[src/rtl/lift_pkg.sv]
// Shared lift package: controller state encoding and SCAN direction constants,
// common to all lift blocks.
package lift_pkg;

    typedef enum logic [2:0] {
        IDLE,
        MOVE_UP,
        MOVE_DOWN,
        DOORS,
        HALT
    } lift_state_t;

    localparam logic DIR_UP   = 1'b1;
    localparam logic DIR_DOWN = 1'b0;

endpackage

[src/rtl/lift_call_search.sv]
// Combinational call search: reports whether any latched call lies above, below
// or at the given floor, using position masks and OR-reduction.
module lift_call_search #(
    parameter int FLOORS  = 8,
    parameter int FLOOR_W = 3
) (
    input  logic [FLOORS-1:0]  calls,
    input  logic [FLOOR_W-1:0] floor,
    output logic               any_above,
    output logic               any_below,
    output logic               at_floor
);

    logic [FLOORS-1:0] above_mask;
    logic [FLOORS-1:0] below_mask;
    logic [FLOORS-1:0] here_mask;

    always_comb begin
        above_mask = '0;
        below_mask = '0;
        here_mask  = '0;
        for (int i = 0; i < FLOORS; i++) begin
            above_mask[i] = (i > int'(floor));
            below_mask[i] = (i < int'(floor));
            here_mask[i]  = (i == int'(floor));
        end
    end

    assign any_above = |(calls & above_mask);
    assign any_below = |(calls & below_mask);
    assign at_floor  = |(calls & here_mask);

endmodule

[src/rtl/lift_call_scheduler.sv]
// SCAN floor-call scheduler: call latch, car position, door timer and motion FSM.
// Optional watchdog on floor_tick spacing is enabled by LIFT_SCHED_WATCHDOG_EN.
module lift_call_scheduler
    import lift_pkg::*;
#(
    parameter int FLOORS      = 8,
    parameter int FLOOR_W     = 3,
    parameter int DOOR_CYCLES = 16,
    parameter int WDOG_CYCLES = 1024
) (
    input  logic               clk,
    input  logic               reset_n,
    input  logic [FLOORS-1:0]  call_req,
    input  logic               floor_tick,
    input  logic               emergency,
    input  logic               maintenance,
    output logic               move_up,
    output logic               move_down,
    output logic               door_open,
    output logic [FLOOR_W-1:0] cur_floor,
    output logic [FLOORS-1:0]  calls_pending,
    output logic               dir_up,
    output logic               fault
);

    localparam int                 DOOR_W    = $clog2(DOOR_CYCLES);
    localparam logic [DOOR_W-1:0]  DOOR_LOAD = DOOR_W'(DOOR_CYCLES - 1);
    localparam logic [FLOOR_W-1:0] TOP_FLOOR = FLOOR_W'(FLOORS - 1);

    lift_state_t        state_q;
    lift_state_t        state_d;
    logic [FLOOR_W-1:0] floor_d;
    logic               dir_d;
    logic [DOOR_W-1:0]  door_cnt;
    logic [DOOR_W-1:0]  door_d;
    logic [FLOORS-1:0]  calls_d;
    logic [FLOORS-1:0]  served;
    logic [FLOORS-1:0]  ignored;
    logic [FLOORS-1:0]  here_mask;
    logic [FLOORS-1:0]  up_mask;
    logic [FLOORS-1:0]  down_mask;
    logic               any_above;
    logic               any_below;
    logic               at_floor;
    logic               moving;
    logic               halt_req;
    logic               wdog_trip;

    lift_call_search #(
        .FLOORS  (FLOORS),
        .FLOOR_W (FLOOR_W)
    ) u_search (
        .calls     (calls_pending),
        .floor     (cur_floor),
        .any_above (any_above),
        .any_below (any_below),
        .at_floor  (at_floor)
    );

    // One-hot masks for the current floor and its two neighbours.
    always_comb begin
        here_mask = '0;
        up_mask   = '0;
        down_mask = '0;
        for (int i = 0; i < FLOORS; i++) begin
            here_mask[i] = (i == int'(cur_floor));
            up_mask[i]   = (i == int'(cur_floor) + 1);
            down_mask[i] = (i == int'(cur_floor) - 1);
        end
    end

    assign moving   = (state_q == MOVE_UP) || (state_q == MOVE_DOWN);
    assign halt_req = maintenance || emergency || fault || wdog_trip;

`ifdef LIFT_SCHED_WATCHDOG_EN
    localparam int WDOG_W = $clog2(WDOG_CYCLES + 1);

    logic [WDOG_W-1:0] wdog_cnt;

    assign wdog_trip = moving && !floor_tick && !maintenance && !emergency &&
                       (wdog_cnt == WDOG_W'(WDOG_CYCLES - 1));

    always_ff @(posedge clk) begin
        if (!reset_n) begin
            wdog_cnt <= '0;
            fault    <= 1'b0;
        end else begin
            if (!moving || floor_tick) begin
                wdog_cnt <= '0;
            end else begin
                wdog_cnt <= wdog_cnt + WDOG_W'(1);
            end
            if (wdog_trip) begin
                fault <= 1'b1;
            end
        end
    end
`else
    // No watchdog: only a degenerate zero-cycle limit could ever trip.
    assign wdog_trip = (WDOG_CYCLES < 1);
    assign fault     = 1'b0;
`endif

    always_comb begin
        state_d = state_q;
        floor_d = cur_floor;
        dir_d   = dir_up;
        door_d  = door_cnt;
        served  = '0;
        ignored = '0;
        if (halt_req) begin
            state_d = HALT;
        end else begin
            case (state_q)
                IDLE: begin
                    if (at_floor) begin
                        state_d = DOORS;
                        door_d  = DOOR_LOAD;
                        served  = here_mask;
                    end else if (dir_up && any_above) begin
                        state_d = MOVE_UP;
                    end else if (any_below) begin
                        state_d = MOVE_DOWN;
                        dir_d   = DIR_DOWN;
                    end else if (any_above) begin
                        state_d = MOVE_UP;
                        dir_d   = DIR_UP;
                    end
                end
                MOVE_UP: begin
                    if (floor_tick && (cur_floor != TOP_FLOOR)) begin
                        floor_d = cur_floor + FLOOR_W'(1);
                        if (|(calls_pending & up_mask)) begin
                            state_d = DOORS;
                            door_d  = DOOR_LOAD;
                            served  = up_mask;
                        end else if (floor_d == TOP_FLOOR) begin
                            state_d = IDLE;
                        end
                    end
                end
                MOVE_DOWN: begin
                    if (floor_tick && (cur_floor != '0)) begin
                        floor_d = cur_floor - FLOOR_W'(1);
                        if (|(calls_pending & down_mask)) begin
                            state_d = DOORS;
                            door_d  = DOOR_LOAD;
                            served  = down_mask;
                        end else if (floor_d == '0) begin
                            state_d = IDLE;
                        end
                    end
                end
                DOORS: begin
                    // A press at the open floor holds the door instead of queueing a call.
                    ignored = here_mask;
                    if (|(call_req & here_mask)) begin
                        door_d = DOOR_LOAD;
                    end else if (door_cnt == '0) begin
                        state_d = IDLE;
                    end else begin
                        door_d = door_cnt - DOOR_W'(1);
                    end
                end
                HALT: begin
                    state_d = IDLE;
                end
                default: begin
                    state_d = IDLE;
                end
            endcase
        end
        if (maintenance) begin
            calls_d = '0;
        end else begin
            calls_d = (calls_pending | (call_req & ~ignored)) & ~served;
        end
    end

    always_ff @(posedge clk) begin
        if (!reset_n) begin
            state_q       <= IDLE;
            cur_floor     <= '0;
            dir_up        <= DIR_UP;
            calls_pending <= '0;
            door_cnt      <= '0;
        end else begin
            state_q       <= state_d;
            cur_floor     <= floor_d;
            dir_up        <= dir_d;
            calls_pending <= calls_d;
            door_cnt      <= door_d;
        end
    end

    assign move_up   = (state_q == MOVE_UP);
    assign move_down = (state_q == MOVE_DOWN);
    assign door_open = (state_q == DOORS);

endmodule
[config.mk]
export PLATFORM = sky130hd
export DESIGN_NAME = lift_call_scheduler
export DESIGN_NICKNAME = d
export VERILOG_FILES = /design/src/rtl/lift_pkg.sv /design/src/rtl/lift_call_search.sv /design/src/rtl/lift_call_scheduler.sv
export SDC_FILE = /design/constraint.sdc
export NUM_CORES = 1
export LEC_CHECK = 0
export ABC_CLOCK_PERIOD_IN_PS = 3380
export CORE_MARGIN = 1
export CORE_UTILIZATION = 51
export CTS_CLUSTER_DIAMETER = 120
export DETAILED_ROUTE_END_ITERATION = 7
export PLACE_DENSITY = 0.76
export SYNTH_ARGS = -nofsm -noshare
export SYNTH_HDL_FRONTEND = slang
export SYNTH_SLANG_ARGS = --single-unit
[constraint.sdc]
create_clock -name clk -period 3.38 [get_ports clk]
set_clock_uncertainty 0.15 [all_clocks]
set_input_delay 0.845 -clock clk [delete_from_list [all_inputs] [get_ports clk]]
set_output_delay 0.845 -clock clk [all_outputs]
set_load 0.01 [all_outputs]
==> impl_metrics.csv, run 1 <==
group,metric,value,unit
routing,wl_per_cell,17.4,um
worst_hold_path,hold_path.class,"reg -> reg",
power,finalPower,526,uW
floorplanning,core_area,3390,um2
sta,tightest_slew,513,ps
setup_path,r2r_slack,380,ps
power,p_clk_frac,0.241,
clock_tree,cts.htree.levels,1,
sta,rsz0062_at_grt,"false",
layout,n_antenna_cell,0,
sta,hold_violations,0,
synthesis,synth_top_area_share,0.208,
sta,setup_viol,0,
routing,drt_iter0_drc,174,
floorplanning,dieHeight,61.9,um
global_route,grt_pass1_vias,1747,
routing,drt-total-wl,5400,um
place,hpwl,4180,um
clock_tree,cts_root_buffer,"clkbuf_4",
synthesis,async_flop_share,0,
routing,dr_total_vias,2037,
setup_path,crit_fanout,11,
setup_path,cp.required,3450,ps
clock_tree,clock_sinks,19,
setup_path,cp-end-kind,"flop",
global_route,track_usage,0.291,
layout,finalNonFillerCells,311,
setup_path,crit_top_cell,"inv_1",
layout,drive_gt1_frac,0.113,
run_status,status,"complete, no violations",
global_route,grt_max_degree,14,
power,p_per_area,238,nW/um2
setup_path,cpMaxStageDelayCell,"or4_4",
synthesis,netlist_top_cells_count,"dfxtp_1, o21ai_0, inv_1, nand2_1, nor2_1",
clock_tree,ctsHoldBuffers,0,
clock_tree,cts_buffer_depth,2,
floorplanning,die_x,61.9,um
synthesis,synth_top_area_cell,"dfxtp_1",
place,dpl.cell_count,307,
synthesis,synth_seq_cells,19,
routing,drtAntennaViolNets,0,
synthesis,synth.most_common_cell,"dfxtp_1",
place,io_buffers,27,
setup_path,max_stage_delay,520,ps
routing,viasPerCell,6.55,
global_route,grt_antenna_before_repair,0,
setup_path,worstPathCellList,"inv_1 -> ha_1 -> inv_1 -> o22a_1 -> and4_4 -> or4_4 -> or2_4 -> a2111oi_2",
layout,design_area,2210,um2
setup_path,path_class,"reg -> reg",
sta,max_freq,0.334,GHz
synthesis,synth-main-ff-cell,"dfxtp_1",
flow_run,max_cap_viol_count,0,
clock_tree,post_cts_resize_count,0,
synthesis,avgSynthCellArea,7.92,um2
synthesis,ys_types,66,
global_route,overflow,0,
floorplanning,core.rowCount,21,
layout,n_fill_cell,296,
synthesis,synthTopCellsByArea,"dfxtp_1, ha_1, o21ai_0",
clock_tree,cts_tree,"built",
place,dpl_cell_area,2180,um2
layout,syn_to_final_growth,20.8,%
routing,firstDrtPassIters,6,
floorplanning,io_pins,29,
global_route,grt_first_pass_wirelength,8120,um
power,p_leak,0.773,nW
sta,timing.final.crit_share,0.887,
power,p_int,353,uW
sta,setup-tns-final,0,ps
clock_tree,clk_pin_slew,120,ps
synthesis,synthCells,231,
routing,drcViolationCount,0,
clock_tree,insertion_delay,310,ps
sta,max_slew_margin,0.657,
place,place_congestion,1.00,
power,switching_share,0.328,
power,combPwrFrac,0.284,
sta,period_minus_slack,3000,ps
floorplanning,dieArea,3830,um2
clock_tree,cts_inserted_buffers,3,
setup_path,crit_path_start_kind,"flop",
floorplanning,start_util,0.540,
clock_tree,cts_setup_buffers,0,
synthesis,syn_area,1830,um2
setup_path,arrival,3070,ps
synthesis,ys_seq_area_frac,0.208,
sta,maxSlewViolCount,0,
sta,whs,366,ps
synthesis,ys_warn_count,0,
power,peakVddDrop,0.000140,V
synthesis,syn_nets,253,
power,p_sw,173,uW
power,seqPwrFrac,0.475,
synthesis,synth-edff-count,0,
layout,nets,288,
==> layer usage <==
metal | routed length, um | track usage | up-vias
met2 | 2390 | 0.467 | 107
li1 | - | - | 981
met5 | 0 | 0 | -
met3 | 501 | 0.0538 | 11
met1 | 2410 | 0.394 | 938
met4 | 96 | 0.0921 | 0
==> power by group through the flow <==
stage               clock network [mW]  logic [mW]  registers, mW
finish                           0.127       0.149          0.250
CTS                              0.128       0.148          0.249
floorplan                            0      0.0921          0.253
detailed placement                   0       0.147          0.254
global placement                     0       0.146          0.254
global route                     0.139       0.163          0.251
==> final cells by class <==
cell class / count / area (um2) / area share
multi-input cells: 186 / 1330 / 0.600
clock buffers: 4 / 26.3 / 0.0119
repair buffers: 37 / 345 / 0.156
well taps: 46 / 57.6 / 0.0260
flip-flops and latches: 19 / 380 / 0.172
inverters: 19 / 73.8 / 0.0334
==> flip-flops by register name, summed over array words and instances (netlist names) <==
name           flops
door_cnt           4
cur_floor          3
dir_up             1
calls_pending      8
state_q            3
==> metrics by stage <==
step / util / worst slack, ps
after CTS: 0.652 / 399
after global placement: 0.644 / 315
final: 0.652 / 381
after floorplan: - / 545
after global routing: 0.652 / 255
after detailed placement: 0.644 / 278
==> worst paths after layout <==
kind / from / end / depth (start not counted)
max reg2reg: cur_floor[0] / door_cnt[2] / 8
max: cur_floor[0] / door_cnt[2] / 8
min reg2reg: door_cnt[3] / door_cnt[3] / 2
min: door_cnt[3] / door_cnt[3] / 2
==> placed cells by master, fill, tap and decap left out, types with 7 or more instances in the layout <==
| master | n |
|---|---|
| a211oi_1 | 7 |
| buf_4 | 10 |
| o21ai_0 | 18 |
| ha_1 | 9 |
| nand2_1 | 15 |
| dfxtp_1 | 19 |
| a221oi_1 | 9 |
| a21oi_1 | 8 |
| nor2_1 | 11 |
| a22oi_1 | 9 |
| clkdlybuf4s50_1 | 27 |
| inv_1 | 15 |
==> cell families after synthesis <==
group | count (synthesis) | synth area share
DFF | 19 | 0.208
AOI/OAI and AO/OA | 95 | 0.397
muxes | 2 | 0.0109
and+or+nand+nor | 77 | 0.244
buffers and inverters | 26 | 0.0670
adders and majority gates | 9 | 0.0616
other | 1 | 0.00205
xor gates and xnor gates | 2 | 0.00958
==> critical path, delay by kind of cell (launching register included) <==
kind	cells	cell delay, ps
buffers and inverters	2	390
DFF	1	370
and+or+nand+nor	3	980
AOI/OAI and AO/OA	2	590
adders and majority gates	1	440
Note: power is estimated with default switching activity, not from simulation.
==> run 2: changes to the inputs <==
--- a/config.mk
+++ b/config.mk
@@ -5,6 +5,7 @@
 export SDC_FILE = /design/constraint.sdc
 export NUM_CORES = 1
 export LEC_CHECK = 0
+export ABC_AREA = 0
 export ABC_CLOCK_PERIOD_IN_PS = 3380
 export CORE_MARGIN = 1
 export CORE_UTILIZATION = 51
==> results of run 2 <==
Final layout, timing and power as in run 1 (identical DEF).
